`src/rtl/router_pkg.sv`:
```
// Shared router definitions: port indices, port count and the one-hot port vector type.
// Used by the output arbiter, output controller and input buffers.
// No logic, so no latency or backpressure behaviour of its own.
package router_pkg;

    localparam int N_PORTS = 5;

    localparam int PORT_PE = 0;
    localparam int PORT_S  = 1;
    localparam int PORT_N  = 2;
    localparam int PORT_E  = 3;
    localparam int PORT_W  = 4;

    typedef logic [N_PORTS-1:0] port_vec_t;

endpackage

```
`src/rtl/rr_pick.sv`:
```
// Circular priority encoder: first set request at or after ptr wins (ptr 5..7 reads as 0).
// Latency: purely combinational.
// Backpressure: none; the caller gates the result.
module rr_pick
    import router_pkg::*;
(
    input  port_vec_t   req,
    input  logic [2:0]  ptr,
    output port_vec_t   gnt,
    output logic [2:0]  idx
);

    logic [2:0] start;
    logic [3:0] pos;
    logic       found;

    always_comb begin
        gnt   = '0;
        idx   = '0;
        found = 1'b0;
        pos   = '0;
        start = (ptr > 3'd4) ? 3'd0 : ptr;
        for (int k = 0; k < N_PORTS; k++) begin
            pos = {1'b0, start} + 4'(k);
            if (pos >= 4'(N_PORTS)) begin
                pos = pos - 4'(N_PORTS);
            end
            if (!found && req[pos[2:0]]) begin
                found          = 1'b1;
                gnt[pos[2:0]]  = 1'b1;
                idx            = pos[2:0];
            end
        end
    end

endmodule

```
`src/rtl/out_port_arbiter.sv`:
```
// Per-output-port round-robin arbiter, independent fairness for even/odd VCs; OUT_PORT_ARBITER_GRANT_CNT_EN adds grant counters.
// Latency: grant is combinational from req/polarity/out_ready; pointer and mask update at the next edge.
// Backpressure: out_ready low forces grant to zero and freezes both pointers.
module out_port_arbiter
    import router_pkg::*;
#(
    parameter int N_REQ = 5,
    parameter int CNT_W = 16
) (
    input  logic                   clk,
    input  logic                   reset,
    input  logic                   polarity,
    input  logic [N_REQ-1:0]       req_even,
    input  logic [N_REQ-1:0]       req_odd,
    input  logic                   out_ready,
    output logic [N_REQ-1:0]       grant,
    output logic                   grant_valid
`ifdef OUT_PORT_ARBITER_GRANT_CNT_EN
    ,
    output logic [N_REQ*CNT_W-1:0] grant_cnt
`endif
);

    if (N_REQ != N_PORTS || CNT_W < 1) begin : g_bad_cfg
        $error("out_port_arbiter: N_REQ must be 5 and CNT_W at least 1");
    end

    logic [2:0] ptr_even;
    logic [2:0] ptr_odd;
    port_vec_t  last_grant;
    logic       last_pol;

    port_vec_t  mask_eff;
    port_vec_t  req_act;
    port_vec_t  pick_gnt;
    logic [2:0] pick_idx;
    logic [2:0] ptr_next;

    // Masking the previous winner covers the clear round-trip when polarity fails to toggle.
    assign mask_eff = (polarity == last_pol) ? last_grant : '0;
    assign req_act  = (polarity ? req_odd : req_even) & ~mask_eff;

    rr_pick u_pick (
        .req (req_act),
        .ptr (polarity ? ptr_odd : ptr_even),
        .gnt (pick_gnt),
        .idx (pick_idx)
    );

    assign grant       = (reset || !out_ready) ? '0 : pick_gnt;
    assign grant_valid = |grant;
    assign ptr_next    = (pick_idx >= 3'd4) ? 3'd0 : pick_idx + 3'd1;

    always_ff @(posedge clk) begin
        if (reset) begin
            ptr_even   <= '0;
            ptr_odd    <= '0;
            last_grant <= '0;
            last_pol   <= 1'b0;
        end else begin
            if (grant_valid) begin
                if (polarity) ptr_odd  <= ptr_next;
                else          ptr_even <= ptr_next;
            end
            last_grant <= grant;
            last_pol   <= polarity;
        end
    end

`ifdef OUT_PORT_ARBITER_GRANT_CNT_EN
    logic [CNT_W-1:0] cnt [N_REQ];

    always_ff @(posedge clk) begin
        for (int i = 0; i < N_REQ; i++) begin
            if (reset) begin
                cnt[i] <= '0;
            end else if (grant[i] && (cnt[i] != {CNT_W{1'b1}})) begin
                cnt[i] <= cnt[i] + 1'b1;
            end
        end
    end

    for (genvar g = 0; g < N_REQ; g++) begin : g_cnt_out
        assign grant_cnt[g*CNT_W +: CNT_W] = cnt[g];
    end
`endif

endmodule

```
`config.mk`:
```
export PLATFORM = sky130hd
export DESIGN_NAME = out_port_arbiter
export DESIGN_NICKNAME = d
export VERILOG_FILES = /design/src/rtl/router_pkg.sv /design/src/rtl/rr_pick.sv /design/src/rtl/out_port_arbiter.sv
export SDC_FILE = /design/constraint.sdc
export NUM_CORES = 1
export LEC_CHECK = 0
export CORE_UTILIZATION = 46
export CTS_CLUSTER_DIAMETER = 120
export DETAILED_ROUTE_END_ITERATION = 10
export PLACE_DENSITY = 0.73
export SYNTH_ARGS = -nofsm -noshare
export SYNTH_HDL_FRONTEND = slang
export SYNTH_SLANG_ARGS = --single-unit
export TNS_END_PERCENT = 100
```
`constraint.sdc`:
```
create_clock -name clk -period 14.1 [get_ports clk]
set_input_delay 3.525 -clock clk [delete_from_list [all_inputs] [get_ports clk]]
set_output_delay 3.525 -clock clk [all_outputs]
set_load 0.01 [all_outputs]
```
Word-level counts from Yosys, hierarchy flattened
Index checks and enable logic that the tools add are counted.
{ "totals": {"ff_bits": 12, "in_bits": 14, "out_inout_bits": 6, "elab_cells": 102} }
{ "classes": {"n_addsub": 10, "order_cmp": 17, "eq_ne": 1, "muxes": 45, "bitwise_logic": 7, "reduce_logical": 18} }
{ "ops": {"columns": ["operator", "count"], "rows": [
  ["5-bit two-way mux", 8],
  ["3-bit two-way mux", 13],
  ["3-bit by 4-bit < comparator with 1-bit output, second input constant", 5],
  ["5-bit bitwise OR", 4],
  ["4-bit by 3-bit greater-or-equal comparator with 1-bit output, second input constant", 4],
  ["1-bit binary-select mux with 3-bit select", 5],
  ["1-bit demux with 3-bit select", 5],
  ["3-bit by 1-bit greater-or-equal comparator with 1-bit output, second input constant", 5],
  ["3-bit subtractor, second input constant", 5],
  ["1-bit two-way mux", 14],
  ["1-bit logical AND", 9],
  ["3-bit by 2-bit adder with 4-bit output, second input constant", 2],
  ["3-bit greater-or-equal comparator, second input constant", 2],
  ["5-bit AND", 1],
  ["1-bit zero test", 5],
  ["5-bit inverter", 1],
  ["5-bit OR reduction", 1],
  ["3-bit by 1-bit adder with 4-bit output, second input constant", 1],
  ["3-bit by 3-bit adder with 4-bit output, second input constant", 1],
  ["2-bit AND reduction", 2],
  ["3-bit by 1-bit adder with 3-bit output, second input constant", 1],
  ["3-bit > comparator, second input constant", 1],
  ["1-bit == test", 1],
  ["1-bit logical OR", 1],
  ["1-bit inverter", 1]
]} }

Longest topological paths before layout
Gate-level depths: netlist (run 1).
{ "depth": {"ltp_word": 23, "depth_mapped": 23, "depth_no_buf": 19} }

By module
Synthesis (run 1) repeated with hierarchy kept, for this count alone.
{ "hier_totals": {"hier_cells": 269, "hier_area_um2": 2062.0} }
{ "modules_own_cells": {"columns": ["mod", "n_inst", "cells_each", "area_each_um2", "seq_area_each_um2"], "rows": [
  ["rr_pick", 1, 189, 1353.8, 0.0],
  ["out_port_arbiter", 1, 80, 708.2, 240.2]
]} }

Worst setup path after synthesis (run 1)
OpenSTA, ideal clock, no wires.
{ "synth_timing": {"kind": "input port to output port", "start": "in polarity", "end": "out grant_valid", "arrival_ps": 6936, "required_ps": 10575, "path_slack_ps": 3639, "stages": 16, "path_buffers": 2, "cell_sequence": "or3b_4 > and2_4 > buf_6 > ha_1 > ha_1 > o32ai_1 > or3_1 > or2_2 > o211ai_1 > or3_1 > nor2_1 > a221o_1 > o31ai_4 > and2_4 > buf_6 > nand2_1"} }
{ "synth_via": {"elab_chain_len": 22, "word_cells_on_any_way": 85, "classes_between": "add/sub (9); order compare (16); eq/ne (1); mux (39); bitwise (6); reduce/logical (14)"} }
{ "synth_lines": {"columns": ["element", "line_no", "rtl"], "rows": [
  ["from (decl)", "out_port_arbiter.sv:12", "input logic polarity,"],
  ["branches (longest 19 deep; another with 3-bit by 1-bit adder with 4-bit output)", null, null],
  ["5-bit two-way mux (*)", "rr_pick.sv:28", "if (!found && req[pos[2:0]]) begin"],
  ["5-bit two-way mux (*)", "out_port_arbiter.sv:50", "assign grant = (reset || !out_ready) ? '0 : pick_gnt;"],
  ["5-bit OR reduction (*)", "out_port_arbiter.sv:51", "assign grant_valid = |grant;"],
  ["to (decl)", "out_port_arbiter.sv:17", "output logic grant_valid"]
]} }
Every way passes the cells marked *. The select of a mux whose other input is x is not followed.

Worst setup path after layout (run 1)
Ends and elaborated chain as after synthesis.

==> impl_metrics.csv, run 1 <==
group,metric,value,unit
run_status,outcome,"finished clean",
yosys,netlist_top_cells_area,"dfxtp_1, ha_1, nand2_1",
critical_path,crit_fanout,23,
die,die-area,0.004429,mm^2
sta,finalCritPeriodShare,88.48,%
yosys,synth_common_cells,"nand2_1, inv_1, nor2_1",
sta,worst_slew_pin_slew,0.8051,ns
critical_path,max_stage_delay,0.99,ns
sta,skew,0.003973,ns
layout,area_growth_syn_to_layout,11.81,%
pwr,worst_ir_drop_vdd,109.4,uV
clock_network,cts_setup_buffers,0,
yosys,synth.net_count,274,
critical_path,endpoint_kind,"output pin",
clock_network,clock_latency,0.24,ns
sta,finalSetupViolCount,0,
layout,antenna_cells,0,
detailed_routing,avgRoutedWirePerCell,17.50,um
pwr,pwr_density_cell,236.7,mW/mm^2
critical_path,critPathLaunchType,"input pin",
die,dieHeight,66.55,um
yosys,synthesis.area,0.001917,mm^2
yosys,yosysSeqAreaShare,12.53,%
die,start_util,47.92,%
detailed_routing,postRouteAntennaNets,0,
clock_network,cts.reportedPaths.clkPinSlew,0.06,ns
clock_network,clock_path_buffers,2,
yosys,synth_cell_type_count,68,
sta,hold_viol,0,
sta,final_max_slew_viol_count,0,
pwr,leakage,0.8215,nW
critical_path,crit_slowest_cell,"clkdlybuf4s50_1",
detailed_routing,viasPerCell,6.716,
min_path,hp-class,"flop to flop",
clock_network,cts_resized,0,
yosys,yosys.cell_count.top_type,"nand2_1",
die,fp.coreArea,0.004000,mm^2
yosys,yosys_register_bits,12,
yosys,synthCells,251,
yosys,synth_area_leader_cell,"dfxtp_1",
critical_path,critPathBufInv,3,
die,io-pin-count,20,
critical_path,worstPathArrival,8.95,ns
sta,tns,0,ns
detailed_routing,wirelength,5.476,mm
yosys,netlist.area_leader.share,12.53,%
clock_network,cts_root_buffer,"clkbuf_8",
sta,hold_slack,0.4966,ns
yosys,synth_area_per_cell,7.637,um^2
layout,nNetsFinal,287,
critical_path,crit_type,"input pin to output pin",
placement,dpl.hpwl,4.292,mm
sta,rsz0062_at_grt,"no",
critical_path,path_cells,"clkdlybuf4s50_1, nand3b_1, and2_4, inv_2, ha_1, nand2_1, a31oi_1, a21oi_2, mux2i_1, a221oi_4, nand3_2, nor4_1, a221o_1, o31ai_4, and2_4, nand2_1, clkdlybuf4s50_1",
sta,maxClockFrequency,80.15,MHz
global_route,grt_max_degree,24,
detailed_routing,drc,0,
placement,port_buffers,19,
global_route,grt_pass1_wl,8.880,mm
critical_path,required,10.57,ns
global_route,antenna_found_initial,0,
global_route,grt_use_total,25.86,%
run,max-cap-violations,0,
die,die_x,66.55,um
yosys,yosys_warnings,0,
global_route,grt_pass1_vias,1844,
die,num_rows,23,
layout,nFillCells,398,
detailed_routing,firstDrtPassIters,7,
layout,seq_area,240.2,um^2
clock_network,tritoncts,"yes",
placement,place_congestion,0.9724,
global_route,overflow,0,
yosys,synth-main-ff-cell,"dfxtp_1",
yosys,async_flop_share,0,%
clock_network,cts_hold_buf,0,
yosys,synth_edf_count,0,
layout,final_util,53.58,%
sta,fin_crit,12.48,ns
clock_network,ctsHtreeMaxLevel,1,
sta,slew-limit-headroom,46.16,%
clock_network,cts_buffers,3,
detailed_routing,vias,2102,
detailed_routing,drt_iter0_drc,161,
clock_network,cts_sinks,12,
pwr,power.total,0.0005072,W
layout,multiInputGateArea,0.001513,mm^2
critical_path,critPathTopFamily,"simple AND/OR/NAND/NOR gates",
layout,drive_gt1_share,10.65,%
==> worst paths after layout <==
check | startpoint | end | slack, ns | depth (start not counted)
setup / recovery | polarity | grant_valid | 1.62 | 17
hold / removal | ptr_odd[0] | ptr_odd[0] | 0.50 | 2
setup reg to reg | ptr_even[0] | ptr_odd[2] | 9.40 | 18
hold reg to reg | ptr_odd[0] | ptr_odd[0] | 0.50 | 2
==> cell type report <==
cell class	instances	share of cell area [%]
inverters	22	3.853
clock buffers	4	2.569
multi-input cells	206	70.58
flip-flops and latches	12	11.21
well taps	50	2.919
repair buffers	19	8.873
==> registers in the layout, summed over array words and instances, names as in the netlist <==
signal,count
ptr_odd,3
ptr_even,3
last_pol,1
last_grant,5
==> stage by stage <==
stage | instance area, um^2 | cells | setup slack (ns)
finish | 2143 | 313 | 1.624
CTS | 2143 | 313 | 1.736
floorplan | 1917 | 251 | 3.639
global placement | 2088 | 309 | 1.765
detailed placement | 2088 | 309 | 1.747
global route | 2143 | 313 | 1.330
==> kinds of logic (layout without fill, tap and decap cells) <==
kind of cell,Yosys count,count (layout),share of synthesized area (%)
AND/OR/NAND/NOR,107,107,32.83
multiplexers,8,8,4.243
XOR/XNOR,1,1,0.4570
AO/OA/AOI/OAI,81,81,35.51
buffers and inverters,33,45,8.550
flip-flops,12,12,12.53
adder cells (fa/ha/maj),9,9,5.875
==> worst min-delay path, delay by kind of cell, from the launching register on <==
kind,cells,cell delay [ns]
AOI/OAI and AO/OA,1,0.06
buffers and inverters,1,0.06
DFF,1,0.33
==> metal layers <==
metal,vias up,track usage (%),share of wire [%]
met5,-,0,0
met4,0,5.053,0.93
met3,9,3.938,7.2
met2,99,40.66,46
met1,995,36.83,46
li1,999,-,-
==> layout by cell type (no fill, tap or decap), types with 7 or more instances in the layout <==
cell type / count
a21oi_1: 12
clkdlybuf4s50_1: 19
nand2_1: 20
a32oi_1: 7
nor4_1: 7
nor2_1: 18
ha_1: 9
nand2b_1: 8
nand3_1: 8
nor3_1: 8
mux2i_1: 7
inv_1: 18
dfxtp_1: 12
==> power breakdown <==
group          switching [W]  internal, W
combinational       0.000258     0.000160
clock              0.0000132    0.0000247
sequential        0.00000893    0.0000430
total               0.000280     0.000227
(Power assumes the default switching activity.)
==> run 2, diff against run 1 <==
--- a/config.mk
+++ b/config.mk
@@ -6,10 +6,10 @@
 export NUM_CORES = 1
 export LEC_CHECK = 0
 export CORE_UTILIZATION = 46
-export CTS_CLUSTER_DIAMETER = 120
 export DETAILED_ROUTE_END_ITERATION = 10
+export HOLD_SLACK_MARGIN = 0.08
 export PLACE_DENSITY = 0.73
 export SYNTH_ARGS = -nofsm -noshare
 export SYNTH_HDL_FRONTEND = slang
 export SYNTH_SLANG_ARGS = --single-unit
-export TNS_END_PERCENT = 100
+export TNS_END_PERCENT = 5
==> results of run 2 <==
No change in the layout: final DEF, timing and power equal those of run 1.
==> run 3, diff against run 2 <==
--- a/config.mk
+++ b/config.mk
@@ -5,6 +5,8 @@
 export SDC_FILE = /design/constraint.sdc
 export NUM_CORES = 1
 export LEC_CHECK = 0
+export ABC_AREA = 1
+export CAP_MARGIN = 10
 export CORE_UTILIZATION = 46
 export DETAILED_ROUTE_END_ITERATION = 10
 export HOLD_SLACK_MARGIN = 0.08
==> run 3 against run 2 <==
Compared with the run above:
- synthesized cell count increased by 40%
- worst setup slack improved by 0.46 ns
- flip-flop and latch count unchanged
- first-iteration DRC count increased by 36%
- combinational power decreased by 32%
- critical endpoint unchanged
- core utilization increased by 1.8 points
- non-clock buffer count unchanged
- routed wire length decreased by 4.0%
- final cell count increased by 35%
- sequential power decreased by 14%
==> impl_metrics.csv, run 3 <==
group,metric,value,unit
layout,top_register,"last_grant",
detailed_routing,wirelength,5.255,mm
clock_network,cts.reportedPaths.clkPinSlew,0.05,ns
layout,layout_commonest_cell,"nand2_1",
clock_network,cts_resized,0,
critical_path,worstPathArrival,8.49,ns
global_route,grt_pass1_vias,1992,
sta,slew-limit-headroom,56.35,%
sta,hold_viol,0,
clock_network,clock_path_buffers,2,
run_status,outcome,"finished clean",
pwr,leakage,1.196,nW
detailed_routing,viasPerCell,5.406,
critical_path,crit_slowest_cell,"clkdlybuf4s50_1",
yosys,netlist_top_cells_area,"nand2_1, dfxtp_1, nand3_1",
die,start_util,48.54,%
yosys,synth.net_count,375,
die,io-pin-count,20,
detailed_routing,vias,2276,
global_route,grt_pass1_wl,8.990,mm
sta,finalCritPeriodShare,85.23,%
global_route,antenna_found_initial,0,
detailed_routing,avgRoutedWirePerCell,12.48,um
placement,port_buffers,19,
layout,layout_common_cells,"nand2_1, inv_1, nand3_1, nor2_1, clkdlybuf4s50_1",
yosys,synth-main-ff-cell,"dfxtp_1",
min_path,hp-class,"flop to flop",
global_route,grt_use_total,25.70,%
pwr,power.total,0.0003641,W
die,die_x,67.43,um
sta,finalSetupViolCount,0,
global_route,grt_util_met1,33.74,%
detailed_routing,drt_iter0_drc,219,
yosys,yosysSeqAreaShare,12.20,%
detailed_routing,drc,0,
die,die-area,0.004547,mm^2
placement,place_congestion,0.9453,
layout,nNetsFinal,395,
die,dieHeight,67.43,um
sta,skew,0.001499,ns
yosys,synthesis.area,0.001969,mm^2
layout,antenna_cells,0,
sta,fin_crit,12.02,ns
yosys,async_flop_share,0,%
pwr,worst_ir_drop_vdd,102.6,uV
global_route,overflow,0,
die,num_rows,23,
detailed_routing,postRouteAntennaNets,0,
clock_network,clock_latency,0.24,ns
sta,worst_slew_pin_slew,0.6540,ns
detailed_routing,firstDrtPassIters,5,
sta,hold_slack,0.4852,ns
yosys,netlist.area_leader.share,21.16,%
sta,maxClockFrequency,83.21,MHz
clock_network,tritoncts,"yes",
layout,drive_gt1_share,14.82,%
placement,dpl.hpwl,4.199,mm
clock_network,cts_hold_buf,0,
global_route,busiest_layer,"met2",
layout,fin_area,0.002246,mm^2
critical_path,critPathBufInv,5,
placement,dpl_worst_slack,2.184,ns
clock_network,ctsHtreeMaxLevel,1,
layout,reg.largest.list,"last_grant: 5 flops, ptr_even: 3 flops, ptr_odd: 3 flops",
clock_network,cts_sinks,12,
sta,final_max_slew_viol_count,0,
sta,tns,0,ns
critical_path,endpoint_kind,"output pin",
critical_path,path_cells,"clkdlybuf4s50_1, inv_2, nand2_2, nand2_4, nor2_2, inv_1, ha_1, ha_1, o21ai_1, inv_1, nand4_1, nand3_1, o21ai_0, nor2_1, nand3_1, nand2_1, nand2_1, nor2_1, nand2_2, clkdlybuf4s50_1",
sta,postLayoutSetupSlackWorst,2.083,ns
clock_network,cts_buffers,3,
layout,area_growth_syn_to_layout,14.04,%
critical_path,rrSetupSlack,9.94,ns
yosys,yosys.cell_count.top_type,"nand2_1",
clock_network,cts_root_buffer,"clkbuf_8",
yosys,synth_cell_type_count,32,
global_route,use_met3,2.027,%
yosys,yosys_warnings,0,
yosys,synth_edf_count,0,
critical_path,crit_type,"input pin to output pin",
yosys,yosys_register_bits,12,
clock_network,cts_setup_buffers,0,
global_route,grt_util_met2,43.75,%
yosys,synth_area_per_cell,5.595,um^2
pwr,pwr_density_cell,162.1,mW/mm^2
yosys,synth_common_cells,"nand2_1, inv_1, nand3_1",
critical_path,crit_fanout,16,
yosys,synth_area_leader_cell,"nand2_1",
critical_path,critPathTopFamily,"buffers and inverters",
critical_path,max_stage_delay,0.81,ns
critical_path,critPathLaunchType,"input pin",
layout,nFillCells,412,
yosys,synthCells,352,
die,fp.coreArea,0.004058,mm^2
critical_path,required,10.57,ns
global_route,grt_max_degree,17,
placement,placed_area,0.002191,mm^2
run,max-cap-violations,0,
layout,largest_reg_flops,5,
sta,rsz0062_at_grt,"no",
[run 3: cell count changes after synthesis, sizes merged, moves of 8 or more]
| cell | previous run | this run |
|---|---|---|
| nand3 | 9 | 51 |
| o21ai | 4 | 20 |
| nand2 | 20 | 128 |
| nor2 | 19 | 46 |
| inv | 22 | 58 |
| nand2b | 8 | 0 |
[run 3: final timing paths]
kind / from / end / depth (start not counted)
worst min-delay path: ptr_even[0] / ptr_even[0] / 2
worst max register to register: ptr_odd[2] / ptr_odd[2] / 26
worst max-delay path: polarity / grant_valid / 20
worst min register to register: ptr_even[0] / ptr_even[0] / 2
[run 3: final cells by class]
cell class                 count  area (um^2)  area share [%]
inverter                      58        217.7           9.694
tap                           50        62.56           2.786
clock buffer                   4        55.05           2.451
multi-input combinational    278         1480           65.91
sequential                    12        240.2           10.70
timing repair buffer          19        190.2           8.468
[run 3: cell families after synthesis]
kind of cell | synth area share [%]
AND/OR/NAND/NOR | 57.50
buffers and inverters | 12.64
AO/OA/AOI/OAI | 10.23
flip-flops | 12.20
adder cells (fa/ha/maj) | 5.718
XOR/XNOR | 1.716
[run 3: per-stage QoR]
stage / cells / utilization (%)
4_1_cts: 421 / 55.35
5_1_grt: 421 / 55.35
3_3_place_gp: 417 / 53.99
2_1_floorplan: 352 / -
6_report: 421 / 55.35
3_5_place_dp: 417 / 53.99
[run 3: report_power, final]
group / internal [W] / total (W) / switching [W]
clock network: 0.0000247 / 0.0000372 / 0.0000125
registers: 0.0000419 / 0.0000447 / 0.00000286
logic: 0.0000912 / 0.000282 / 0.000191
[run 3: per-layer routing]
metal / vias to the layer above / wire length (um)
li1: 1151 / -
met1: 996 / 2326
met2: 111 / 2449
met3: 18 / 381
met4: 0 / 97
met5: - / 0
[run 3: worst min-delay path: cells and delay by family (launching register included)]
family	cells	cell delay, ns
DFF	1	0.32
and+or+nand+nor	2	0.13
